`src/rtl/serdes_pkg.sv`:
```
// Shared types for the 8-bit serial link (serializer and deserializer ends).
package serdes_pkg;

   localparam int SER_DW = 8;

   typedef logic [SER_DW-1:0]         ser_word_t;
   typedef logic [$clog2(SER_DW)-1:0] ser_slot_t;

endpackage

```
`src/rtl/slot_counter.sv`:
```
// Mod-DW slot counter: increments on enable, loads 1 on start-of-frame,
// clears asynchronously. Shared with the serializer's select generator.
module slot_counter #(
   parameter int DW = 8
) (
   input  logic                   clk,
   input  logic                   rst_n,
   input  logic                   inc,
   input  logic                   load1,
   output logic [$clog2(DW)-1:0]  cnt
);

   localparam int SW = $clog2(DW);

   // Counter register; load-to-1 takes priority over increment, wrap is natural.
   always_ff @(posedge clk or negedge rst_n) begin
      if (!rst_n) begin
         cnt <= '0;
      end else if (load1) begin
         cnt <= SW'(1);
      end else if (inc) begin
         cnt <= cnt + SW'(1);
      end
   end

endmodule

```
`src/rtl/deser1_to_8.sv`:
```
// 1-to-DW deserializer: LSB-first serial bits are steered into slot k of an
// assembly register; completed words go to a one-entry valid/ready output.
module deser1_to_8
   import serdes_pkg::*;
#(
   parameter int DW = SER_DW
) (
   input  logic                   clk,
   input  logic                   rst_n,
   input  logic                   sin,
   input  logic                   sin_vld,
   input  logic                   sof,
   output logic [DW-1:0]          dout,
   output logic                   dout_vld,
   input  logic                   dout_rdy,
   output logic                   overrun,
   output logic [$clog2(DW)-1:0]  slot
);

   localparam int SW = $clog2(DW);

   logic [DW-1:0] asm_q;
   logic [DW-1:0] asm_nxt;
   logic          sof_hit;
   logic          complete;
   logic          load_out;
   logic          drop;

   slot_counter #(
      .DW (DW)
   ) u_slot_counter (
      .clk   (clk),
      .rst_n (rst_n),
      .inc   (sin_vld),
      .load1 (sof_hit),
      .cnt   (slot)
   );

   // Next assembly contents and word-completion decisions.
   always_comb begin
      sof_hit  = sin_vld & sof;
      complete = sin_vld & ~sof & (slot == SW'(DW - 1));
      load_out = complete & (~dout_vld | dout_rdy);
      drop     = complete & dout_vld & ~dout_rdy;
      asm_nxt  = asm_q;
      if (sof_hit) begin
         // A new frame discards any partial word.
         asm_nxt    = '0;
         asm_nxt[0] = sin;
      end else if (sin_vld) begin
         asm_nxt[slot] = sin;
      end
   end

   // Assembly register; frozen during gaps.
   always_ff @(posedge clk or negedge rst_n) begin
      if (!rst_n) begin
         asm_q <= '0;
      end else begin
         asm_q <= asm_nxt;
      end
   end

   // Output holding register with valid; a same-edge accept and completion
   // replaces the old word with valid held high.
   always_ff @(posedge clk or negedge rst_n) begin
      if (!rst_n) begin
         dout     <= '0;
         dout_vld <= 1'b0;
      end else if (load_out) begin
         dout     <= asm_nxt;
         dout_vld <= 1'b1;
      end else if (dout_vld && dout_rdy) begin
         dout_vld <= 1'b0;
      end
   end

   // Registered one-cycle pulse when a completed word is dropped.
   always_ff @(posedge clk or negedge rst_n) begin
      if (!rst_n) begin
         overrun <= 1'b0;
      end else begin
         overrun <= drop;
      end
   end

endmodule
```
`config.mk`:
```
export PLATFORM = sky130hd
export DESIGN_NAME = deser1_to_8
export DESIGN_NICKNAME = d
export VERILOG_FILES = /design/src/rtl/serdes_pkg.sv /design/src/rtl/slot_counter.sv /design/src/rtl/deser1_to_8.sv
export SDC_FILE = /design/constraint.sdc
export NUM_CORES = 1
export LEC_CHECK = 0
export ABC_AREA = 1
export CAP_MARGIN = 40
export CORE_MARGIN = 2
export CORE_UTILIZATION = 49
export CTS_BUF_LIST = sky130_fd_sc_hd__clkbuf_16
export DETAILED_ROUTE_END_ITERATION = 12
export GPL_TIMING_DRIVEN = 0
export MAX_ROUTING_LAYER = met4
export PLACE_DENSITY = 0.76
export SYNTH_ARGS = -nofsm -noshare
export SYNTH_HDL_FRONTEND = slang
export SYNTH_SLANG_ARGS = --single-unit
```
`constraint.sdc`:
```
create_clock -name clk -period 1.8 [get_ports clk]
set_input_delay 0.18 -clock clk [delete_from_list [all_inputs] [get_ports clk]]
set_output_delay 0.18 -clock clk [all_outputs]
set_load 0.01 [all_outputs]
```
==> out/results.md <==
| Item | Value | Unit |
|---|---|---|
| Via-to-Cell Ratio | 5.08 | - |
| Pins over their slew limit | 0 | - |
| RSZ-0062 raised after global routing | false | - |
| Tot GR Track Use | 19.8 | % |
| TNS Setup | 0 | ns |
| Achievable frequency | 0.642 | GHz |
| CP Capture Type | flip-flop | - |
| Required time of the worst setup path | 1.94 | ns |
| Wire per inst | 11.7 | µm |
| Avg Inst Size Synth | 8.29 | µm² |
| Area of all placed cells without fillers | 0.00128 | mm² |
| Vias in the first global route | 836 | - |
| Clk Latency, worst-skew pair | 0.25 | ns |
| Area of the core | 0.00192 | mm² |
| # diodes | 0 | - |
| Pwr per Cell Area | 1080 | mW/mm² |
| Slew of the pin with the lowest slew margin | 0.496 | ns |
| Largest fanout on the critical path | 9 | - |
| Worst setup slack after placement | 0.191 | ns |
| Routing usage on met2 | 33.6 | % |
| Simple-gate share of the synthesized area | 33.6 | % |
| Resize count post-CTS | 0 | - |
| Number of buffers between clock root and the deepest sink | 2 | - |
| Main combinational cell family by area after synthesis | simple AND/OR/NAND/NOR gates | - |
| Top-level port count | 19 | - |
| Flip-flop and latch count after synthesis | 21 | - |
| Cell Area, Placed | 0.00120 | mm² |
| Worst Setup Slack, final | 0.244 | ns |
| GRT met3 Usage | 3.40 | % |
| Leakage Power | 0.694 | nW |
| Number of failing setup endpoints in the final timing report | 0 | - |
| Total number of vias | 853 | - |
| Number of maximum-capacitance constraint violations | 0 | - |
| Number of buffers created by CTS | 3 | - |
| Effective utilization at floorplan | 50.9 | % |
| Global Route met1 Usage | 24.8 | % |
| DRC errors left | 0 | - |
| Xor/xnor share of the synthesized area | 0 | % |
| Post-detailed-route count of antenna-violating nets | 0 | - |
| Worst slew slack as a fraction of its limit | 66.8 | % |
| Path type of the worst min-delay path | in -> async | - |
| Skew final | 0.00163 | ns |
| Category of the critical setup timing path | reg -> reg | - |
| Wire length after detailed routing | 1960 | µm |
| Antenna violations before repair | 0 | - |
| Most utilized layer in the global route result | met2 | - |
| Post-CTS Setup Repair Bufs | 0 | - |
| Final RePlAce weighted congestion | 0.815 | - |
| Port Buf Inserts | 18 | - |
| TritonCTS clock tree | built | - |
| Syn Nets | 126 | - |
| Fraction of the mapped netlist area in compound gates | 2.30 | % |
| Sequential share of the synthesized area | 53.7 | % |
| Number of hold violations in the final report | 0 | - |
| Synthesis warning total | 0 | - |
| Mux cell area share after synthesis | 0 | % |
| Share of final-layout standard cells stronger than drive strength 1 | 5.67 | % |
| Hold-fix buffer count after cts | 0 | - |
| Number of clock sinks | 21 | - |
| Die span in y | 48.7 | µm |
| GR Overflow Total | 0 | - |
| Area Overhead vs Synth | 31.1 | % |
| CTS H-tree lvls | 1 | - |
| Net count of the finished layout | 150 | - |
| First-pass DRT Iterations | 4 | - |
| Number of distinct standard cells referenced by the synthesized netlist | 13 | - |
| Post-synthesis adder-cell area fraction | 2.56 | % |
| Time the final worst path needs with I/O delays and setup | 1.56 | ns |
| Netlist Area Pre-Place | 978 | µm² |
| Global-route wire length before repair | 3620 | µm |
| Total power | 1.38 | mW |
| Row cnt | 16 | - |
| Number of violations reported at the end of detailed-routing iteration 0 | 21 | - |
| Peak supply drop | 698 | µV |
| Clock tree root buffer cell | sky130_fd_sc_hd__clkbuf_16 | - |
| Horizontal die dimension | 48.7 | µm |
| Number of cells produced by synthesis | 118 | - |
| Crit path DAT | 1.70 | ns |
| Critical path startpoint category | flip-flop | - |
| Outcome | finished, final reports clean | - |
| Maximum number of pins on one net before global-route repair | 12 | - |
| Clock transition at path regs | 0.05 | ns |
| Total half-perimeter wirelength after legalization and detailed placement | 1400 | µm |
| Number of filler instances in the final layout | 170 | - |
| Floorplan die area | 0.00237 | mm² |
| Share of the clock period used by the worst path after layout | 86.5 | % |
==> layer usage <==
metal / wire length [µm] / part of all wire, % / vias to the layer above
li1: - / - / 420
met1: 832 / 42 / 401
met2: 990 / 51 / 27
met3: 112 / 5.7 / 5
met4: 22 / 1.1 / 0
met5: 0 / 0 / -
==> worst max-delay path: stages, from the launching register on <==
cell                      delay [ns]
sky130_fd_sc_hd__dfrtp_1        0.45
sky130_fd_sc_hd__ha_1           0.19
sky130_fd_sc_hd__ha_1           0.13
sky130_fd_sc_hd__nand3_1        0.16
sky130_fd_sc_hd__nor2_4         0.26
sky130_fd_sc_hd__inv_2          0.13
sky130_fd_sc_hd__nand2_1        0.08
sky130_fd_sc_hd__nand2_1        0.05
==> cells by family after synthesis <==
| logic type | Yosys count |
|---|---|
| and+or+nand+nor | 71 |
| buffers and inverters | 20 |
| AOI/OAI and AO/OA | 4 |
| adders and majority gates | 2 |
| DFF | 21 |
==> path summary, 6_finish.rpt <==
check                                                   from                  end  slack [ns]  cells after the start
setup / recovery           u_slot_counter.cnt[0]$_DFFE_PN0P_  dout[7]$_DFFE_PN0P_        0.24                      7
hold / removal                                         rst_n    overrun$_DFF_PN0_        0.26                      1
max in group asynchronous                              rst_n   asm_q[2]$_DFF_PN0_        1.07                      2
setup reg to reg           u_slot_counter.cnt[0]$_DFFE_PN0P_  dout[7]$_DFFE_PN0P_        0.24                      7
hold reg to reg                          dout[3]$_DFFE_PN0P_  dout[3]$_DFFE_PN0P_        0.48                      2
min in group clk                         dout[3]$_DFFE_PN0P_  dout[3]$_DFFE_PN0P_        0.48                      2
==> where the power goes <==
group	internal [mW]	switching (mW)
sequential	0.549	0.0491
clock	0.296	0.160
combinational	0.154	0.176
==> stage by stage <==
| stage | hold WS [ns] | std cells | util [%] |
|---|---|---|---|
| after floorplan | -0.116 | 118 | - |
| after detailed placement | 0.469 | 164 | 62.6 |
| after CTS | 0.282 | 168 | 66.7 |
| after global placement | 0.466 | 163 | 62.0 |
| final | 0.264 | 168 | 66.7 |
| after global routing | 0.327 | 168 | 66.7 |
==> synth_stat cells, drive strengths merged <==
library cell,count,area share (%)
o21bai,1,0.77
dfrtp,21,54
nand4,7,4.5
ha,2,2.6
nor2,7,4.2
inv,19,7.3
and3,7,4.5
buf,1,0.51
o21ai,3,1.5
nand3,10,5.1
nand2,40,15
==> cell type report <==
| cell class | count | area (µm²) | share of cell area [%] |
|---|---|---|---|
| clock buffers | 3 | 75.1 | 5.85 |
| inverters | 19 | 71.3 | 5.56 |
| flip-flops and latches | 21 | 526 | 41.0 |
| well taps | 27 | 33.8 | 2.63 |
| multi-input cells | 77 | 377 | 29.4 |
| repair buffers | 19 | 191 | 14.9 |
| plain buffers | 1 | 5.00 | 0.390 |
| clock inverters | 1 | 3.75 | 0.293 |
==> sequential cells by signal (all words and copies together), names as in the netlist <==
name	flops
overrun	1
dout_vld	1
asm_q	8
dout	8
u_slot_counter.cnt	3
==> cell usage in the layout (no fill, tap or decap) <==
master and n:
sky130_fd_sc_hd__nand4_1 7, sky130_fd_sc_hd__o21bai_1 1, sky130_fd_sc_hd__buf_6 1, sky130_fd_sc_hd__o21ai_0 3
sky130_fd_sc_hd__inv_2 1, sky130_fd_sc_hd__nor2_4 2, sky130_fd_sc_hd__clkdlybuf4s50_1 18, sky130_fd_sc_hd__nand3_1 10
sky130_fd_sc_hd__dfrtp_1 21, sky130_fd_sc_hd__clkbuf_16 3, sky130_fd_sc_hd__ha_1 2, sky130_fd_sc_hd__nand2_1 40
sky130_fd_sc_hd__inv_1 19, sky130_fd_sc_hd__nor2_1 5, sky130_fd_sc_hd__buf_2 1, sky130_fd_sc_hd__and3_1 7
No activity file was read; power rests on OpenSTA's default activity.
